## src/rtl/clock_pkg.sv

```systemverilog
// clock_pkg: shared FSM states, BCD field slices/limits and the snooze minute adder.
package clock_pkg;
    typedef enum logic [2:0] {
        RUN,
        SET_TIME_HR,
        SET_TIME_MIN,
        SET_ALARM_HR,
        SET_ALARM_MIN
    } state_t;
    localparam int HH_HI = 23;
    localparam int HH_LO = 16;
    localparam int MM_HI = 15;
    localparam int MM_LO = 8;
    localparam int SS_HI = 7;
    localparam int SS_LO = 0;
    localparam logic [7:0] HH_MAX = 8'h23;
    localparam logic [7:0] MS_MAX = 8'h59;
    // Adds n (0..59) minutes to a BCD minute field; returns {carry_into_hour, bcd_minutes}.
    function automatic logic [8:0] bcd_add_min(input logic [7:0] mm, input logic [6:0] n);
        logic [6:0] s;
        logic       c;
        s = 7'(mm[7:4]) * 7'd10 + 7'(mm[3:0]) + n;
        c = s >= 7'd60;
        if (c) s = s - 7'd60;
        return {c, 4'(s / 7'd10), 4'(s % 7'd10)};
    endfunction
endpackage

```

## src/rtl/clock_mode_controller_if.sv

```systemverilog
// clock_mode_controller_if: button/tick inputs and time/control outputs of the mode controller.
//   master: front end side (drives ticks, buttons, ringing flag; reads time words and controls)
//   slave : controller side (reverse directions)
interface clock_mode_controller_if;
    logic        tick_1hz;
    logic        mode_btn;
    logic        next_btn;
    logic        inc_btn;
    logic        alarm_btn;
    logic        alarm_went_off;
    logic [31:0] current_time;
    logic [31:0] alarm_time;
    logic        time_set;
    logic        alarm_set;
    logic        alarm_on;
    logic        alarm_reset;
    modport master (
        output tick_1hz, mode_btn, next_btn, inc_btn, alarm_btn, alarm_went_off,
        input  current_time, alarm_time, time_set, alarm_set, alarm_on, alarm_reset
    );
    modport slave (
        input  tick_1hz, mode_btn, next_btn, inc_btn, alarm_btn, alarm_went_off,
        output current_time, alarm_time, time_set, alarm_set, alarm_on, alarm_reset
    );
endinterface

```

## src/rtl/bcd_field_inc.sv

```systemverilog
// bcd_field_inc: combinational two-digit BCD increment that wraps to 00 after limit.
//   val   : current BCD field
//   limit : last legal value (8'h23 or 8'h59)
//   nxt   : incremented/wrapped field
//   carry : high when val is at limit (wrap occurs)
module bcd_field_inc (
    input  logic [7:0] val,
    input  logic [7:0] limit,
    output logic [7:0] nxt,
    output logic       carry
);
    always_comb begin
        carry = val == limit;
        nxt   = carry ? 8'h00 : (val[3:0] == 4'h9) ? {val[7:4] + 4'h1, 4'h0} : val + 8'h01;
    end
endmodule

```

## src/rtl/clock_mode_controller.sv

```systemverilog
// clock_mode_controller: button-driven sequencer owning the BCD time-of-day counter and alarm register.
//   clk   : system clock
//   reset : asynchronous active-low reset
//   bus   : slave side of clock_mode_controller_if (tick, buttons, ringing flag in;
//           current_time, alarm_time, time_set, alarm_set, alarm_on, alarm_reset out)
module clock_mode_controller
    import clock_pkg::*;
#(
    parameter int unsigned SNOOZE_MIN    = 9,
    parameter logic [31:0] ALARM_DEFAULT = 32'h0006_0000
) (
    input logic                    clk,
    input logic                    reset,
    clock_mode_controller_if.slave bus
);
    state_t      state;
    logic [23:0] now;
    logic [15:0] alarm_prog;
    logic [31:0] alarm_time;
    logic        snooze_active;
    logic        alarm_on;
    logic        alarm_reset;
    logic        time_set;
    logic        alarm_set;
    logic        m, n, i, a, ringing, set_time;
    logic [7:0]  ss_n, mm_n, hh_n, eh_n, em_n, sh_n;
    logic        ss_c, mm_c, hh_c, eh_c, em_c, sh_c;
    logic [7:0]  eh_in, em_in, snz_hh;
    logic [8:0]  snz_mm;
    logic [23:0] ticked;
    logic [31:0] prog_word;
    logic        unused_carry;

    // Only the highest-priority button of a simultaneous group is acted on.
    assign m = bus.mode_btn;
    assign n = bus.next_btn & ~m;
    assign i = bus.inc_btn & ~m & ~bus.next_btn;
    assign a = bus.alarm_btn & ~m & ~bus.next_btn & ~bus.inc_btn;
    assign ringing  = (state == RUN) & bus.alarm_went_off;
    assign set_time = (state == SET_TIME_HR) | (state == SET_TIME_MIN);

    bcd_field_inc u_ss (.val(now[SS_HI:SS_LO]), .limit(MS_MAX), .nxt(ss_n), .carry(ss_c));
    bcd_field_inc u_mm (.val(now[MM_HI:MM_LO]), .limit(MS_MAX), .nxt(mm_n), .carry(mm_c));
    bcd_field_inc u_hh (.val(now[HH_HI:HH_LO]), .limit(HH_MAX), .nxt(hh_n), .carry(hh_c));

    // One shared edit incrementer pair serves whichever group (time or alarm) is being set.
    assign eh_in = set_time ? now[HH_HI:HH_LO] : alarm_prog[15:8];
    assign em_in = set_time ? now[MM_HI:MM_LO] : alarm_prog[7:0];
    bcd_field_inc u_eh (.val(eh_in), .limit(HH_MAX), .nxt(eh_n), .carry(eh_c));
    bcd_field_inc u_em (.val(em_in), .limit(MS_MAX), .nxt(em_n), .carry(em_c));

    assign snz_mm = bcd_add_min(now[MM_HI:MM_LO], 7'(SNOOZE_MIN));
    bcd_field_inc u_sh (.val(now[HH_HI:HH_LO]), .limit(HH_MAX), .nxt(sh_n), .carry(sh_c));
    assign snz_hh = snz_mm[8] ? sh_n : now[HH_HI:HH_LO];

    assign ticked    = {(ss_c & mm_c) ? hh_n : now[HH_HI:HH_LO], ss_c ? mm_n : now[MM_HI:MM_LO], ss_n};
    assign prog_word = {8'h00, alarm_prog, 8'h00};
    assign unused_carry = hh_c ^ eh_c ^ em_c ^ sh_c;

    // alarm_time is kept as its own register so it always shows the snooze target
    // while snoozing and the programmed alarm otherwise.
    always_ff @(posedge clk or negedge reset) begin
        if (!reset) begin
            state         <= RUN;
            now           <= '0;
            alarm_prog    <= ALARM_DEFAULT[23:8];
            alarm_time    <= {8'h00, ALARM_DEFAULT[23:8], 8'h00};
            snooze_active <= 1'b0;
            alarm_on      <= 1'b0;
            alarm_reset   <= 1'b0;
            time_set      <= 1'b0;
            alarm_set     <= 1'b0;
        end else begin
            alarm_reset <= 1'b0;
            if (bus.tick_1hz && !set_time) now <= ticked;
            case (state)
                RUN: begin
                    if (ringing) begin
                        if (m || i || a) alarm_reset <= 1'b1;
                        if (m) begin
                            snooze_active <= 1'b0;
                            alarm_time    <= prog_word;
                        end else if (i) begin
                            snooze_active <= 1'b1;
                            alarm_time    <= {8'h00, snz_hh, snz_mm[7:0], 8'h00};
                        end else if (a) begin
                            alarm_on <= 1'b0;
                        end
                    end else if (m) begin
                        state    <= SET_TIME_HR;
                        time_set <= 1'b1;
                    end else if (a) begin
                        alarm_on      <= ~alarm_on;
                        snooze_active <= 1'b0;
                        alarm_time    <= prog_word;
                    end
                end
                SET_TIME_HR, SET_TIME_MIN: begin
                    if (m) begin
                        state              <= SET_ALARM_HR;
                        time_set           <= 1'b0;
                        alarm_set          <= 1'b1;
                        now[SS_HI:SS_LO]   <= 8'h00;
                        snooze_active      <= 1'b0;
                        alarm_time         <= prog_word;
                    end else if (n) begin
                        state <= (state == SET_TIME_HR) ? SET_TIME_MIN : SET_TIME_HR;
                    end else if (i) begin
                        if (state == SET_TIME_HR) now[HH_HI:HH_LO] <= eh_n;
                        else now[MM_HI:MM_LO] <= em_n;
                    end
                end
                SET_ALARM_HR, SET_ALARM_MIN: begin
                    if (m) begin
                        state     <= RUN;
                        alarm_set <= 1'b0;
                    end else if (n) begin
                        state <= (state == SET_ALARM_HR) ? SET_ALARM_MIN : SET_ALARM_HR;
                    end else if (i) begin
                        if (state == SET_ALARM_HR) begin
                            alarm_prog[15:8]  <= eh_n;
                            alarm_time[23:16] <= eh_n;
                        end else begin
                            alarm_prog[7:0]   <= em_n;
                            alarm_time[15:8]  <= em_n;
                        end
                    end
                end
                default: state <= RUN;
            endcase
        end
    end

    assign bus.current_time = {8'h00, now};
    assign bus.alarm_time   = alarm_time;
    assign bus.time_set     = time_set;
    assign bus.alarm_set    = alarm_set;
    assign bus.alarm_on     = alarm_on;
    assign bus.alarm_reset  = alarm_reset;
endmodule

```

## src/flat_wrapper.sv

```systemverilog
// flat-port wrapper written by rule: the top's interface ports become plain ports
module clock_mode_controller_flat import clock_pkg::*;
#(
    parameter int unsigned SNOOZE_MIN    = 9,
    parameter logic [31:0] ALARM_DEFAULT = 32'h0006_0000
)
  (clk, reset, bus_tick_1hz, bus_mode_btn, bus_next_btn, bus_inc_btn, bus_alarm_btn, bus_alarm_went_off, bus_current_time, bus_alarm_time, bus_time_set, bus_alarm_set, bus_alarm_on, bus_alarm_reset);
  clock_mode_controller_if bus_i ();
  input logic clk;
  input logic reset;
  input wire logic [$bits(bus_i.tick_1hz)-1:0] bus_tick_1hz;
  input wire logic [$bits(bus_i.mode_btn)-1:0] bus_mode_btn;
  input wire logic [$bits(bus_i.next_btn)-1:0] bus_next_btn;
  input wire logic [$bits(bus_i.inc_btn)-1:0] bus_inc_btn;
  input wire logic [$bits(bus_i.alarm_btn)-1:0] bus_alarm_btn;
  input wire logic [$bits(bus_i.alarm_went_off)-1:0] bus_alarm_went_off;
  output wire logic [$bits(bus_i.current_time)-1:0] bus_current_time;
  output wire logic [$bits(bus_i.alarm_time)-1:0] bus_alarm_time;
  output wire logic [$bits(bus_i.time_set)-1:0] bus_time_set;
  output wire logic [$bits(bus_i.alarm_set)-1:0] bus_alarm_set;
  output wire logic [$bits(bus_i.alarm_on)-1:0] bus_alarm_on;
  output wire logic [$bits(bus_i.alarm_reset)-1:0] bus_alarm_reset;
  assign bus_i.tick_1hz = bus_tick_1hz;
  assign bus_i.mode_btn = bus_mode_btn;
  assign bus_i.next_btn = bus_next_btn;
  assign bus_i.inc_btn = bus_inc_btn;
  assign bus_i.alarm_btn = bus_alarm_btn;
  assign bus_i.alarm_went_off = bus_alarm_went_off;
  assign bus_current_time = bus_i.current_time;
  assign bus_alarm_time = bus_i.alarm_time;
  assign bus_time_set = bus_i.time_set;
  assign bus_alarm_set = bus_i.alarm_set;
  assign bus_alarm_on = bus_i.alarm_on;
  assign bus_alarm_reset = bus_i.alarm_reset;
  clock_mode_controller #(.SNOOZE_MIN(SNOOZE_MIN), .ALARM_DEFAULT(ALARM_DEFAULT)) u_core (.clk(clk), .reset(reset), .bus(bus_i));
endmodule
```

## config.mk

```make
export PLATFORM = sky130hd
export DESIGN_NAME = clock_mode_controller_flat
export DESIGN_NICKNAME = d
export VERILOG_FILES = /design/src/rtl/clock_pkg.sv /design/src/rtl/clock_mode_controller_if.sv /design/src/rtl/bcd_field_inc.sv /design/src/rtl/clock_mode_controller.sv /design/src/flat_wrapper.sv
export SDC_FILE = /design/constraint.sdc
export NUM_CORES = 1
export LEC_CHECK = 0
export ABC_AREA = 1
export BUFFER_PORTS_ARGS = -buffer_cell sky130_fd_sc_hd__buf_2
export CAP_MARGIN = 20
export CORE_MARGIN = 10
export CORE_UTILIZATION = 45
export CTS_CLUSTER_SIZE = 16
export DETAILED_ROUTE_END_ITERATION = 10
export PLACE_DENSITY = 0.63
export SYNTH_ARGS = -nofsm -noshare
export SYNTH_HDL_FRONTEND = slang
export SYNTH_SLANG_ARGS = --single-unit
```

## constraint.sdc

```tcl
create_clock -name clk -period 6.7 [get_ports clk]
set_input_delay 1.005 -clock clk [delete_from_list [all_inputs] [get_ports clk]]
set_output_delay 1.005 -clock clk [all_outputs]
set_load 0.1 [all_outputs]
```

==> flow_summary.json, run 1 <==
{
  "yosys_register_bits": 63,
  "nets": 843,
  "clk_path_buf_depth": 2,
  "fp-row-count": 39,
  "die_w_um": 128,
  "grt_pass1_vias": 4808,
  "place_congestion": 0.952,
  "root_buffer": "clkbuf_16",
  "r2r_end": "u_core.bus.alarm_time[9]$_DFFE_PN0P_",
  "cts_buffers": 9,
  "drt_wl_total_mm": 14.3,
  "critPathArrivalTime_ns": 4.86,
  "synth_top_family_by_area": "simple AND/OR/NAND/NOR gates",
  "cts_tree": "yes",
  "run_status": "complete, no violations",
  "synth_adder_area_share_pct": 8.33,
  "synth_area_mm2": 0.00529,
  "period_share_pct": 68.6,
  "clk_latency_ns": 0.33,
  "hold_slack_ns": 0.492,
  "cp_common_cell": "inv_1",
  "yosys.area.top_type": "dfrtp_1",
  "maxCapViolations": 0,
  "busiest_layer": "met2",
  "hold_viol": 0,
  "syn2layout_area_growth_pct": 11.1,
  "die_area_mm2": 0.0165,
  "synthArstFlopShare_pct": 100,
  "rsz0062_at_grt": "false",
  "htree_levels": 3,
  "use_met3_pct": 3.78,
  "synth.distinct_cells": 47,
  "antenna_found_initial": 0,
  "maxSlewViolCount": 0,
  "grt_util_all_layers_pct": 17.4,
  "hold_depth": 1,
  "cts.sinks": 63,
  "yosys_warnings": 0,
  "hpwl_mm": 11.1,
  "antenna_cells": 0,
  "rr_worst_depth": 33,
  "synth_edf_count": 0,
  "post-cts-setup-buffers": 0,
  "port_buffers": 51,
  "multi_input_area_mm2": 0.00310,
  "ios": 76,
  "layout_commonest_cell": "nand2_1",
  "routed-via-count": 5062,
  "place_inst": 933,
  "startpoint": "u_core.now[12]$_DFF_PN0_",
  "synthXorXnorAreaFrac_pct": 2.32,
  "coreArea_mm2": 0.0115,
  "drive_above_1_share_pct": 14.0,
  "use_met1_pct": 23.6,
  "synthMuxAreaShare_pct": 0,
  "yosys.area_share.simple_pct": 26.8,
  "regToRegSetupSlack_ns": 2.11,
  "max_slew_margin_pct": 35.9,
  "layout.cells.non_filler": 948,
  "ys_seq_area_share_pct": 29.9,
  "min_from": "u_core.bus.alarm_time[14]$_DFFE_PN0P_",
  "cts.repair.resized": 0,
  "reg2reg_from": "u_core.now[12]$_DFF_PN0_",
  "required_ns": 6.96,
  "synth_cells": 751,
  "hp-class": "reg -> reg",
  "drc": 0,
  "slowest_delay_ns": 0.45,
  "fmax_ghz": 0.218,
  "grt_overflow": 0,
  "yosys-top-cells-area": "dfrtp_1, nand2_1, inv_1, o21ai_0, ha_1",
  "grt_pass1_wl_mm": 23.7,
  "fin_skew_ns": 0.00960,
  "timing_worst_setup_path_type": "reg -> reg",
  "drtIter0Drc": 411,
  "final_cell_mix": "nand2_1, inv_1, o21ai_0",
  "synth_compound_area_share_pct": 19.4,
  "synth_top_cell_area_share_pct": 27.9,
  "syn_avg_cell_area_um2": 7.04,
  "grt_max_degree": 64,
  "setup_violations": 0,
  "cp-start-kind": "register",
  "clkTransAtPathRegs_ns": 0.06,
  "cpMaxStageDelayCell": "dfrtp_1",
  "synth_flop_cell": "dfrtp_1",
  "cts_hold_buf": 0,
  "initial_core_util_pct": 46.1,
  "regArea_mm2": 0.00158,
  "chipHeight_um": 128,
  "crit_fanout": 19,
  "final.min_clock_period_ns": 4.59,
  "antenna_left": 0,
  "dr.pass1.iters": 5,
  "grt_use_met2_pct": 27.3,
  "fin_tns_setup_ns": 0,
  "fillers": 1135,
  "whs_endpoint": "u_core.bus.alarm_time[14]$_DFFE_PN0P_",
  "endpoint_kind": "register",
  "avgRoutedWirePerCell_um": 15.1,
  "tightest_slew_ns": 0.958,
  "viasPerCell": 5.34
}
sequential cells by signal (all words and copies together), names as in the netlist:
signal / cells
u_core.now: 24
u_core.bus.alarm_on: 1
u_core.bus.time_set: 1
u_core.bus.alarm_reset: 1
u_core.alarm_prog: 16
u_core.state: 3
u_core.bus.alarm_time: 16
u_core.bus.alarm_set: 1
worst max-delay path: cells and delay by family, from the launching register on:
| family | cells | cell delay, ns |
|---|---|---|
| AND/OR/NAND/NOR | 19 | 1.92 |
| adder cells (fa/ha/maj) | 5 | 1.33 |
| buffers and inverters | 7 | 0.48 |
| flip-flops | 1 | 0.45 |
| AO/OA/AOI/OAI | 2 | 0.34 |
worst max path at each step:
stage | to | slack, ns | depth (start not counted)
after floorplan | u_core.bus.alarm_time[9]$_DFFE_PN0P_ | 2.14 | 32
after global placement | u_core.bus.alarm_time[9]$_DFFE_PN0P_ | 2.44 | 35
after detailed placement | u_core.bus.alarm_time[9]$_DFFE_PN0P_ | 2.15 | 35
after CTS | u_core.bus.alarm_time[9]$_DFFE_PN0P_ | 2.14 | 35
after global routing | u_core.bus.alarm_time[9]$_DFFE_PN0P_ | 1.58 | 33
final | u_core.bus.alarm_time[9]$_DFFE_PN0P_ | 2.11 | 33
cells in the mapped netlist (10+ instances only):
| master | count |
|---|---|
| nor3_1 | 21 |
| inv_1 | 118 |
| nor2_1 | 73 |
| a21oi_1 | 39 |
| o211ai_1 | 11 |
| buf_4 | 27 |
| nand2_2 | 16 |
| nand2_1 | 122 |
| nand3_2 | 10 |
| ha_1 | 32 |
| dfrtp_1 | 59 |
| nand3_1 | 44 |
| xor2_1 | 13 |
| o21ai_0 | 81 |
metal layers:
| layer | vias up | routed length (um) |
|---|---|---|
| li1 | 2546 | - |
| met3 | 9 | 989 |
| met4 | 0 | 123 |
| met2 | 150 | 6570 |
| met5 | - | 0 |
| met1 | 2357 | 6610 |
through the flow:
step	cell area, um2	setup WS, ns	utilization, %
floorplan	5380	2.14	-
global placement	5580	2.44	48.7
detailed placement	5580	2.15	48.7
CTS	5880	2.14	51.3
global route	5880	1.58	51.3
finish	5880	2.11	51.3
logic make-up (layout without fill, tap and decap cells):
kind of cell	after synthesis	in the layout
buf+inv	158	189
other cells	1	24
flops	63	63
simple gates	306	306
compound gates	175	175
fa+ha+maj	34	34
xor+xnor	14	14
final cells by class:
cell class,count,area share [%]
Clock inverter,5,1.00
Tap cell,143,3.04
Clock buffer,10,4.06
Timing Repair Buffer,53,4.60
Multi-Input combinational cell,553,52.7
Sequential cell,63,26.9
Inverter,121,7.73
Power of run 1 is left out: the tool's default activity adds up to more than one toggle a clock period on the data nets, which glitch-free logic cannot reach.
==> inputs of run 2 (changes only) <==
--- a/config.mk
+++ b/config.mk
@@ -5,7 +5,7 @@
 export SDC_FILE = /design/constraint.sdc
 export NUM_CORES = 1
 export LEC_CHECK = 0
-export ABC_AREA = 1
+export ABC_AREA = 0
 export BUFFER_PORTS_ARGS = -buffer_cell sky130_fd_sc_hd__buf_2
 export CAP_MARGIN = 20
 export CORE_MARGIN = 10
==> constraint.sdc (replaced) <==
create_clock -name clk -period 4.72 [get_ports clk]
set_input_delay 0.708 -clock clk [delete_from_list [all_inputs] [get_ports clk]]
set_output_delay 0.708 -clock clk [all_outputs]
set_load 0.1 [all_outputs]
==> run 2 against run 1 <==
  * First-iteration DRC count is 19% lower
  * Count of clock-buffer cells in the layout increased by 3
  * Global-route usage increased by 1.0 points
  * Sequential cell count stayed put
  * Die area rose by 2.5%
  * Largest cell class unchanged
==> flow_summary.json, run 2 <==
{
  "yosys.area_share.simple_pct": 21.5,
  "cp-start-kind": "register",
  "critPathArrivalTime_ns": 4.70,
  "cts_buffers": 9,
  "top_regs": "u_core.now (24), u_core.alarm_prog (16), u_core.bus.alarm_time (16)",
  "coreArea_mm2": 0.0119,
  "cts_tree": "yes",
  "yosys_warnings": 0,
  "drtIter0Drc": 331,
  "hold_viol": 0,
  "yosys_register_bits": 63,
  "grt_pass1_vias": 4955,
  "run_status": "complete, no violations",
  "ios": 76,
  "yosys-top-cells-area": "dfrtp_1, ha_1, nand2_1, a21oi_1, nor2_1",
  "synth_top_family_by_area": "compound AO/OA/AOI/OAI gates",
  "nets": 758,
  "port_buffers": 51,
  "placed_cell_area_mm2": 0.00582,
  "yosysMostFrequentCell": "nand2_1",
  "reg2reg_from": "u_core.now[13]$_DFF_PN0_",
  "fin_skew_ns": 0.00657,
  "synth_edf_count": 0,
  "htree_levels": 3,
  "synth_compound_area_share_pct": 22.6,
  "fp-row-count": 40,
  "synth.distinct_cells": 71,
  "yosys.area.top_type": "dfrtp_1",
  "clkTransAtPathRegs_ns": 0.06,
  "fillers": 1166,
  "synth_top_cell_area_share_pct": 27.1,
  "timing_worst_setup_path_type": "reg -> reg",
  "ys_seq_area_share_pct": 29.0,
  "hp-class": "in -> async",
  "max_slew_margin_pct": 50.4,
  "drive_above_1_share_pct": 18.6,
  "clk_latency_ns": 0.33,
  "synth_flop_cell": "dfrtp_1",
  "root_buffer": "clkbuf_16",
  "initial_core_util_pct": 45.7,
  "fmax_ghz": 0.223,
  "largest_reg_flops": 24,
  "grt_max_degree": 37,
  "synth_area_mm2": 0.00545,
  "grt_pass1_wl_mm": 25.2,
  "die_w_um": 130,
  "hold_slack_ns": 0.383,
  "setup_violations": 0,
  "regArea_mm2": 0.00159,
  "routed-via-count": 5113,
  "multi_input_area_mm2": 0.00363,
  "crit_fanout": 9,
  "layout_commonest_cell": "nand2_1",
  "syn_avg_cell_area_um2": 8.19,
  "grt_overflow": 0,
  "cts_hold_buf": 0,
  "final.min_clock_period_ns": 4.48,
  "rr_worst_depth": 16,
  "maxSlewViolCount": 0,
  "final_cell_mix": "nand2_1, nor2_1, dfrtp_1",
  "place_congestion": 0.887,
  "fin_area_mm2": 0.00622,
  "chipHeight_um": 130,
  "synth_adder_area_share_pct": 8.27,
  "required_ns": 4.94,
  "endpoint_kind": "register",
  "drc": 0,
  "die_area_mm2": 0.0169,
  "synth_cells": 665,
  "antenna_cells": 0,
  "viasPerCell": 5.89,
  "maxCapViolations": 0,
  "period_share_pct": 94.9,
  "synthArstFlopShare_pct": 100,
  "fin_util_pct": 52.2,
  "regToRegSetupSlack_ns": 0.24,
  "antenna_left": 0,
  "syn2layout_area_growth_pct": 14.2,
  "avgRoutedWirePerCell_um": 18.1,
  "cts.sinks": 63,
  "ys_top_cells_by_count": "nand2_1, nor2_1, dfrtp_1",
  "synthXorXnorAreaFrac_pct": 4.64,
  "clk_path_buf_depth": 2,
  "antenna_found_initial": 0,
  "grt_util_all_layers_pct": 18.4,
  "dr.pass1.iters": 6,
  "hpwl_mm": 12.0,
  "synthMuxAreaShare_pct": 6.62,
  "r2r_end": "u_core.bus.alarm_time[9]$_DFFE_PN0P_",
  "regMostFlops": "u_core.now",
  "tightest_slew_ns": 0.741,
  "drt_wl_total_mm": 15.7
}
[run 2: cell count changes after synthesis, moves of 12 or more]
cell,delta
a21oi_1,+13
and3_1,+12
clkbuf_1,+15
inv_1,-92
mux2_2,+16
mux2i_1,+18
nand2_1,-49
nand2_2,-16
nand3_1,-28
nor2_1,-12
o21ai_0,-42
xnor2_1,+16
[run 2: timing repair]
item,in CTS,in global routing
resized for setup,0,12
buffers inserted,0,1
endpoints found under the setup margin,0,4
[run 2: how the worst max path moves through the flow]
stage / startpoint / end / cells after the start
floorplan: u_core.now[10]$_DFF_PN0_ / u_core.bus.alarm_time[9]$_DFFE_PN0P_ / 17
global placement: u_core.now[13]$_DFF_PN0_ / u_core.bus.alarm_time[9]$_DFFE_PN0P_ / 16
detailed placement: u_core.now[9]$_DFF_PN0_ / u_core.bus.alarm_time[9]$_DFFE_PN0P_ / 18
CTS: u_core.now[9]$_DFF_PN0_ / u_core.bus.alarm_time[9]$_DFFE_PN0P_ / 18
global route: u_core.now[13]$_DFF_PN0_ / u_core.bus.alarm_time[9]$_DFFE_PN0P_ / 16
finish: u_core.now[13]$_DFF_PN0_ / u_core.bus.alarm_time[9]$_DFFE_PN0P_ / 16
[run 2: per-stage QoR]
stage	std cells	setup TNS, ns	worst slack (ns)
after floorplan	688	0	0.0281
after global placement	851	0	0.290
final	868	0	0.243
after detailed placement	851	0	0.140
after CTS	867	0	0.137
after global routing	868	-0.00241	-0.00241
[run 2: critical path: stages (launching register included)]
cell and delay (ns):
dfrtp_2 0.46, ha_1 0.32, ha_1 0.21, fa_1 0.56, and3_1 0.27, a22oi_4 0.30
xnor2_2 0.18, a311oi_2 0.43, o211ai_2 0.17, xnor2_1 0.16, nor3_1 0.26, nor3_2 0.09
ha_1 0.25, o221ai_4 0.20, xnor2_1 0.15, o21ai_1 0.07, mux2_2 0.28
[run 2: layer usage]
| layer | vias up | global-route usage [%] | wire length (um) | part of all wire (%) |
|---|---|---|---|---|
| li1 | 2470 | - | - | - |
| met1 | 2463 | 23.1 | 6820 | 43 |
| met2 | 154 | 30.9 | 7610 | 49 |
| met3 | 26 | 4.10 | 946 | 6.0 |
| met4 | 0 | 5.29 | 310 | 2.0 |
| met5 | - | 0 | 0 | 0 |
[run 2: area by class of cell]
class	count	share of cell area, %
clock buffer	13	4.35
sequential	63	25.6
clock inverter	3	0.644
inverter	26	1.57
multi-input combinational	547	58.5
timing repair buffer	69	6.48
tap	147	2.96
[run 2: cells by family after synthesis]
| family | after synthesis |
|---|---|
| compound gates | 185 |
| xor+xnor | 28 |
| fa+ha+maj | 35 |
| buf+inv | 78 |
| flops | 63 |
| mux | 34 |
| other cells | 1 |
| simple gates | 241 |
Power of run 2 is left out for the same reason.
